File: config.mk
export PLATFORM = sky130hd
export DESIGN_NAME = load_store_unit
export DESIGN_NICKNAME = d
export VERILOG_FILES = /design/src/rtl/load_store_unit.sv
export SDC_FILE = /design/constraint.sdc
export NUM_CORES = 1
export LEC_CHECK = 0
export ABC_AREA = 1
export BUFFER_PORTS_ARGS = -buffer_cell sky130_fd_sc_hd__buf_2
export CAP_MARGIN = 20
export CORE_ASPECT_RATIO = 0.9
export CORE_MARGIN = 3
export CORE_UTILIZATION = 40
export DETAILED_ROUTE_END_ITERATION = 8
export GPL_ROUTABILITY_DRIVEN = 0
export GPL_TIMING_DRIVEN = 0
export PLACE_DENSITY = 0.72
export RECOVER_POWER = 50
export SYNTH_ARGS = -nofsm -noshare
export SYNTH_HDL_FRONTEND = slang
export SYNTH_SLANG_ARGS = --single-unit
export TNS_END_PERCENT = 30
File: constraint.sdc
create_clock -name clk -period 1.2 [get_ports clk]
set_input_delay 0.24 -clock clk [delete_from_list [all_inputs] [get_ports clk]]
set_output_delay 0.24 -clock clk [all_outputs]
set_load 0.005 [all_outputs]
File: src/rtl/load_store_unit.sv
// Load/store unit: bridges one core memory request at a time onto a word-wide bus.
// Optional misalignment trapping is enabled by defining LSU_MISALIGN_CHECK_EN.
module load_store_unit #(
  parameter int N = 32
) (
  input  logic         clk,
  input  logic         rst,
  input  logic         req_valid,
  output logic         req_ready,
  input  logic         we,
  input  logic [2:0]   funct3,
  input  logic [N-1:0] addr,
  input  logic [N-1:0] wdata,
  output logic         rsp_valid,
  output logic [N-1:0] rdata,
  output logic         busy,
  output logic         mem_req,
  output logic         mem_we,
  output logic [N-1:0] mem_addr,
  output logic [N-1:0] mem_wdata,
  output logic [3:0]   mem_be,
  input  logic         mem_ack,
  input  logic [N-1:0] mem_rdata,
`ifdef LSU_MISALIGN_CHECK_EN
  output logic         misaligned,
`endif
  output logic [1:0]   dbg_state
);

  // Handshake: a request transfers on a rising edge where req_valid && req_ready;
  // the bus access transfers on the edge where mem_req && mem_ack.
  typedef enum logic [1:0] {
    S_IDLE = 2'd0,
    S_REQ  = 2'd1,
    S_RESP = 2'd2
  } state_e;

  state_e       state_q, state_d;
  logic         we_q, we_d;
  logic [2:0]   funct3_q, funct3_d;
  logic [1:0]   lane_q, lane_d;
  logic [3:0]   be_q, be_d;
  logic [N-1:0] addr_q, addr_d;
  logic [N-1:0] wdata_q, wdata_d;
  logic [N-1:0] rdata_q, rdata_d;
`ifdef LSU_MISALIGN_CHECK_EN
  logic         mis_q, mis_d;
`endif

  logic         is_byte, is_half, is_word;
  logic         illegal, misalign;
  logic [1:0]   lane_req;
  logic [3:0]   be_req;
  logic [N-1:0] wdata_rep;
  logic [N-1:0] shifted;
  logic [N-1:0] load_ext;

  // Request decode (combinational on the incoming request)
  always_comb begin
    is_byte  = (funct3[1:0] == 2'b00);
    is_half  = (funct3[1:0] == 2'b01);
    is_word  = (funct3[1:0] == 2'b10);
    illegal  = (funct3 == 3'b011) || (funct3[2] && funct3[1]) || (we && funct3[2]);
`ifdef LSU_MISALIGN_CHECK_EN
    misalign = (is_half && addr[0]) || (is_word && (addr[1:0] != 2'b00));
`else
    misalign = 1'b0;
`endif
    // Without the check, low address bits below the access size are dropped.
    if (is_byte)      lane_req = addr[1:0];
    else if (is_half) lane_req = {addr[1], 1'b0};
    else              lane_req = 2'b00;

    if (is_byte)      be_req = 4'b0001 << lane_req;
    else if (is_half) be_req = 4'b0011 << lane_req;
    else              be_req = 4'b1111;

    if (is_byte)      wdata_rep = {4{wdata[7:0]}};
    else if (is_half) wdata_rep = {2{wdata[15:0]}};
    else              wdata_rep = wdata;
  end

  // Load alignment and extension from the captured lane
  always_comb begin
    shifted = mem_rdata >> {lane_q, 3'b000};
    case (funct3_q)
      3'b000:  load_ext = {{24{shifted[7]}}, shifted[7:0]};
      3'b100:  load_ext = {24'd0, shifted[7:0]};
      3'b001:  load_ext = {{16{shifted[15]}}, shifted[15:0]};
      3'b101:  load_ext = {16'd0, shifted[15:0]};
      default: load_ext = shifted;
    endcase
  end

  // Next-state logic
  always_comb begin
    state_d  = state_q;
    we_d     = we_q;
    funct3_d = funct3_q;
    lane_d   = lane_q;
    be_d     = be_q;
    addr_d   = addr_q;
    wdata_d  = wdata_q;
    rdata_d  = rdata_q;
`ifdef LSU_MISALIGN_CHECK_EN
    mis_d    = 1'b0;
`endif
    case (state_q)
      S_IDLE: begin
        if (req_valid) begin
          we_d     = we;
          funct3_d = funct3;
          lane_d   = lane_req;
          be_d     = be_req;
          addr_d   = {addr[N-1:2], 2'b00};
          wdata_d  = wdata_rep;
          if (illegal || misalign) begin
            state_d = S_RESP;
            rdata_d = '0;
`ifdef LSU_MISALIGN_CHECK_EN
            mis_d   = misalign && !illegal;
`endif
          end else begin
            state_d = S_REQ;
          end
        end
      end
      S_REQ: begin
        if (mem_ack) begin
          state_d = S_RESP;
          rdata_d = we_q ? '0 : load_ext;
        end
      end
      S_RESP:  state_d = S_IDLE;
      default: state_d = S_IDLE;
    endcase
  end

  always_ff @(posedge clk) begin
    if (rst) begin
      state_q  <= S_IDLE;
      we_q     <= 1'b0;
      funct3_q <= 3'd0;
      lane_q   <= 2'd0;
      be_q     <= 4'd0;
      addr_q   <= '0;
      wdata_q  <= '0;
      rdata_q  <= '0;
`ifdef LSU_MISALIGN_CHECK_EN
      mis_q    <= 1'b0;
`endif
    end else begin
      state_q  <= state_d;
      we_q     <= we_d;
      funct3_q <= funct3_d;
      lane_q   <= lane_d;
      be_q     <= be_d;
      addr_q   <= addr_d;
      wdata_q  <= wdata_d;
      rdata_q  <= rdata_d;
`ifdef LSU_MISALIGN_CHECK_EN
      mis_q    <= mis_d;
`endif
    end
  end

  assign req_ready = (state_q == S_IDLE);
  assign busy      = (state_q != S_IDLE);
  assign rsp_valid = (state_q == S_RESP);
  assign rdata     = rdata_q;
  assign mem_req   = (state_q == S_REQ);
  assign mem_we    = mem_req && we_q;
  assign mem_be    = mem_req ? be_q : 4'd0;
  assign mem_addr  = addr_q;
  assign mem_wdata = wdata_q;
  assign dbg_state = state_q;
`ifdef LSU_MISALIGN_CHECK_EN
  assign misaligned = mis_q;
`endif

endmodule

==> results of run 1 <==
## critical path: stages (launching register included)
cell and delay [ns]:
dfxtp_4 0.37, inv_4 0.05, nor2_4 0.17, buf_6 0.15
nand4_4 0.18, buf_6 0.20, a21oi_2 0.13, nand2_1 0.08
a21oi_2 0.11
## path summary, 6_finish.rpt
| check | startpoint | endpoint | slack [ns] |
|---|---|---|---|
| min reg2reg | rdata[13] | rdata[13] | 0.46 |
| max | dbg_state[0] | rdata[31] | -0.31 |
| max reg2reg | dbg_state[0] | rdata[31] | -0.31 |
| min | addr[5] | mem_addr[5] | 0.12 |
## power breakdown
group	total, mW	internal [mW]	switching [mW]
Sequential	3.92	3.78	0.138
Clock	3.22	1.85	1.37
Combinational	2.13	0.880	1.25
Total	9.27	6.51	2.75
## synth_stat cells, types with 2 or more instances
cell type  count
nand2_1      182
nand3_1       36
o221ai_1       8
o21ai_0       66
nand3_4        2
inv_1         32
a211oi_1       3
inv_2          3
nor2_4         3
buf_2         13
buf_4         13
o221a_2        6
a21oi_1       56
o221a_1        2
a31oi_1        8
nor2_1       118
clkbuf_1      22
dfxtp_1      106
o21ai_2        2
buf_6          3
## timing repair
| action | CTS | global route |
|---|---|---|
| endpoints found under the setup margin | 115 | 116 |
| gates resized for setup | 35 | 80 |
| buffers inserted | 7 | 6 |
| gates cloned | 2 | 4 |
| pin swaps | 6 | 18 |
## logic make-up (layout without fill, tap and decap cells)
kind of cell,count (synthesis),after routing,synth area share
AO/OA/AOI/OAI,152,152,0.179
buffers and inverters,89,329,0.0882
flip-flops,106,106,0.438
other,1,2,0.000773
AND/OR/NAND/NOR,346,347,0.294
## through the flow
| stage | std cells | power [mW] |
|---|---|---|
| finish | 1092 | 9.27 |
| global route | 1092 | 9.71 |
| CTS | 1082 | 9.17 |
| detailed placement | 1058 | 5.85 |
| global placement | 1058 | 5.83 |
| floorplan | 695 | 5.09 |
## layout make-up
cell class              count  area, um^2
flip-flops and latches    106        2130
clock inverters             5        86.3
repair buffers            224        1180
inverters                  38         169
plain buffers              50         374
clock buffers              11         233
well taps                 156         195
multi-input cells         501        2530
fillers                  1161        4710
repair inverters            1        7.51
## registers in the layout, indices dropped and copies added (netlist names)
name / count
mem_wdata: 32
rdata: 32
mem_addr: 30
be_q: 4
funct3_q: 3
dbg_state: 2
lane_q: 2
we_q: 1
## routing by layer
| metal | track usage | share of wire | up-vias |
|---|---|---|---|
| met5 | 0 | 0 | - |
| met4 | 0.0410 | 0.0080 | 0 |
| met3 | 0.0732 | 0.092 | 12 |
| met2 | 0.365 | 0.46 | 206 |
| met1 | 0.313 | 0.44 | 2470 |
| li1 | - | - | 2725 |
==> impl_metrics.py, run 1 <==
metrics = {
    "flow_run": {
        "cap_violations": 0,
    },
    "critical_path": {
        "cp-start-kind": "flop",
        "arrival_ns": 1.79,
        "crit_type": "reg2reg",
        "rr_worst_depth": 8,
        "cp-end-kind": "flop",
        "cp_max_fo": 5,
        "worstPathRequired_ns": 1.48,
    },
    "global_routing": {
        "grt_max_degree": 19,
        "grt_usage": 0.231,
        "gr-total-overflow": 0,
        "antenna_found_initial": 0,
        "grt_pass1_wl_um": 25200,
        "grt_pass1_vias": 4920,
    },
    "synth": {
        "synthFlopType": "dfxtp_1",
        "netlist_instances": 694,
        "synth_seq_cells": 106,
        "yosysWarnings": 0,
        "async_flop_share": 0,
        "syn_avg_cell_area_um2": 6.99,
        "seq_area_frac_synth": 0.438,
        "netlist.area_leader.share": 0.438,
        "yosysUniqueCellTypes": 30,
        "synth_area_um2": 4850,
        "synth_largest_area_cell": "dfxtp_1",
        "synth_area_leaders": "dfxtp_1, nand2_1, nor2_1",
        "synth-edff-count": 0,
    },
    "cells_and_area": {
        "final_common_cell": "buf_2",
        "antenna_cells": 0,
        "area_growth_pct": 42.4,
        "layout-drive-gt1-share": 0.359,
        "final_cell_mix": "buf_2, nand2_1, dfxtp_1",
        "fin_util": 0.594,
        "nNetsFinal": 1035,
        "final_area_um2": 6910,
    },
    "timing": {
        "fin_ws_ns": -0.308,
        "setup-violations-final": 115,
        "period_minus_slack_ns": 1.51,
        "tightest_slew_ns": 0.598,
        "whs_ns": 0.117,
        "post-route-period-util": 1.26,
        "finalHoldViolCount": 0,
        "clock_skew_ns": 0.0106,
        "grt_setup_unrepaired": "yes",
        "maxSlewHeadroom": 0.602,
        "clock.fmax_mhz": 663,
        "tns_ns": -18.63,
        "slew_violations": 0,
    },
    "detailed_routing": {
        "drt.antenna.violating_nets": 0,
        "drtIter0Drc": 433,
        "post-route-drc-count": 0,
        "routed_wl_um": 16500,
        "dr.pass1.iters": 5,
        "wl_per_cell_um": 15.1,
        "viasPerCell": 4.96,
        "vias": 5413,
    },
    "clock_tree": {
        "cts_made_buffers": 9,
        "clkLatencyLatePin_ns": 0.34,
        "clock-sinks": 106,
        "root_buffer": "clkbuf_16",
        "clk_pin_slew_ns": 0.07,
        "ctsHoldBuffers": 0,
        "h-tree-depth": 3,
        "cts_tree": "built",
        "clk_path_buf_depth": 2,
    },
    "floorplanning": {
        "row_count": 37,
        "dieWidth_um": 122,
        "core_um2": 11600,
        "die_h_um": 110,
        "start_util": 0.417,
        "die_area_um2": 13500,
        "pin_count": 211,
    },
    "placement": {
        "port_buffers": 207,
        "place_ws_ns": -0.353,
        "dp_hpwl_um": 12100,
        "dpl_cell_area_um2": 6130,
    },
    "outcome": {
        "failed_checks": "negative setup slack",
        "outcome": "finished, violations left",
    },
    "hold_path": {
        "holdPathStages": 3,
        "hold_path_class": "in2reg",
    },
    "power": {
        "irDropWorstVdd_mv": 0.919,
        "p_leak_nw": 3.34,
        "powerDensity_nw_per_um2": 1340,
    },
}
Note: power is estimated with default switching activity, not from simulation.
==> run 2: changes to the inputs <==
Settings changed: CORE_ASPECT_RATIO 0.9 to not set.
==> impl_metrics.py, run 2 (synthesis gave the netlist of run 1 again) <==
metrics = {
    "global_routing": {
        "gr-total-overflow": 0,
        "grt_pass1_vias": 5046,
        "grt_usage": 0.239,
        "grt_max_degree": 18,
        "antenna_found_initial": 1,
        "grt_pass1_wl_um": 25200,
    },
    "critical_path": {
        "slowest_delay_ns": 0.37,
        "arrival_ns": 1.76,
        "cp_cell_sequence": "inv_4 > nand2_4 > nor2_4 > clkinv_4 > buf_4 > buf_6 > a21oi_4 > nand2_1 > a21oi_2",
        "path_delay_family": "buffers and inverters",
        "r2r_slack_ns": -0.28,
        "cp_max_fo": 10,
        "crit_start": "dbg_state[1]",
        "cp-end-kind": "flop",
        "cp.depth": 9,
        "crit_type": "reg2reg",
        "r2r-end": "be_q[0]",
        "worstPathRequired_ns": 1.48,
        "rr_worst_depth": 9,
        "critPathSlowestCell": "dfxtp_4",
        "setup.worst_path.end": "be_q[0]",
        "r2r-start": "dbg_state[1]",
        "crit_buf_inv": 4,
        "cp-start-kind": "flop",
    },
    "cells_and_area": {
        "final-seq-area_um2": 2130,
        "layout-drive-gt1-share": 0.346,
        "area_growth_pct": 42.3,
        "stdcell_count": 1083,
        "antenna_cells": 0,
        "final_area_um2": 6900,
        "nNetsFinal": 1039,
        "final_cell_mix": "buf_2, nand2_1, nor2_1",
        "multi_input_area_um2": 2510,
        "fillers": 1157,
        "final_common_cell": "buf_2",
    },
    "clock_tree": {
        "clock-sinks": 106,
        "ctsHoldBuffers": 0,
        "clk_pin_slew_ns": 0.07,
        "root_buffer": "clkbuf_16",
        "cts_made_buffers": 9,
        "h-tree-depth": 3,
        "clk_path_buf_depth": 2,
        "cts_tree": "built",
        "clkLatencyLatePin_ns": 0.35,
    },
    "detailed_routing": {
        "wirelength_met1_um": 6800,
        "dr.pass1.iters": 5,
        "routed.top_layer": "met5",
        "viasPerCell": 5.05,
        "drtIter0Drc": 413,
        "drt.antenna.violating_nets": 0,
        "wl_per_cell_um": 15.3,
        "wl_met3_um": 1600,
        "routed_wl_um": 16500,
        "post-route-drc-count": 0,
        "vias": 5472,
        "wl_met2_um": 7840,
    },
    "timing": {
        "tightest_slew_ns": 0.596,
        "clock_skew_ns": 0.00987,
        "finalHoldViolCount": 0,
        "grt_setup_unrepaired": "yes",
        "fin_ws_ns": -0.276,
        "period_minus_slack_ns": 1.48,
        "setup-violations-final": 116,
        "maxSlewHeadroom": 0.603,
        "tns_ns": -14.60,
        "slew_violations": 0,
        "post-route-period-util": 1.23,
        "clock.fmax_mhz": 678,
    },
    "power": {
        "p_leak_nw": 3.34,
        "power.total_mw": 9.31,
        "powerDensity_nw_per_um2": 1350,
        "irDropWorstVdd_mv": 1.05,
    },
    "outcome": {
        "failed_checks": "negative setup slack",
        "outcome": "finished, violations left",
    },
    "hold_path": {
        "hold_path_class": "in2reg",
        "worstHoldStart": "addr[5]",
    },
    "placement": {
        "dp_hpwl_um": 12300,
        "dpl_cell_area_um2": 6110,
        "place_inst": 1045,
        "port_buffers": 207,
    },
    "floorplanning": {
        "dieWidth_um": 116,
        "die_h_um": 116,
        "row_count": 39,
        "pin_count": 211,
        "die_area_um2": 13500,
        "core_um2": 11600,
        "start_util": 0.418,
    },
    "flow_run": {
        "cap_violations": 0,
    },
}
==> run 2: cell count changes in the layout (fill, tap and decap cells not counted), moves of 3 or more <==
cell,before,now
nand2_1,177,172
nor2_2,22,10
nor2_1,93,106
buf_6,21,24
clkbuf_2,4,1
nand2_2,5,8
buf_4,19,27
clkbuf_4,1,6
buf_2,190,175
clkbuf_1,38,46
==> run 2: worst min path at each step <==
stage                   end  slack, ns  depth (start not counted)
2_1_floorplan  mem_addr[22]       0.37                          2
3_3_place_gp      rdata[11]       0.44                          2
3_5_place_dp      rdata[11]       0.45                          2
4_1_cts        mem_addr[19]        0.1                          3
5_1_grt        mem_addr[31]       0.11                          3
6_report        mem_addr[5]       0.11                          3
==> run 2: cell type report <==
class	count	area share
clock buffers	10	0.0332
multi-input cells	500	0.364
well taps	143	0.0259
plain buffers	51	0.0589
clock inverters	6	0.0129
repair buffers	229	0.173
flip-flops and latches	106	0.309
inverters	38	0.0236
==> run 2: where the power goes <==
| group | leakage, nW | internal, mW | switching, mW |
|---|---|---|---|
| clock network | 0.157 | 1.84 | 1.35 |
| logic | 2.31 | 0.940 | 1.25 |
| registers | 0.873 | 3.78 | 0.142 |
==> run 2: timing repair <==
| action | CTS | global route |
|---|---|---|
| gates cloned | 3 | 1 |
| setup buffers | 11 | 7 |
| gates resized for setup | 57 | 60 |
| endpoints found under the setup margin | 114 | 117 |
| pin swaps | 5 | 12 |
==> run 2: stage by stage <==
stage / util / setup slack (ns) / hold WS [ns]
after floorplan: - / -0.113 / 0.375
after global placement: 0.527 / -0.395 / 0.445
after detailed placement: 0.527 / -0.375 / 0.450
after CTS: 0.577 / -0.235 / 0.0986
after global routing: 0.594 / -0.373 / 0.112
final: 0.594 / -0.276 / 0.112
==> run 2: layer usage <==
metal	up-vias	track usage
met5	-	0
met4	2	0.0626
met3	23	0.0855
met2	262	0.398
met1	2458	0.294
li1	2727	-
==> run 2: tightest hold or removal path, delay by kind of cell <==
| kind | cells | cell delay, ns |
|---|---|---|
| AND/OR/NAND/NOR | 2 | 0.11 |
| buffers and inverters | 1 | 0.07 |
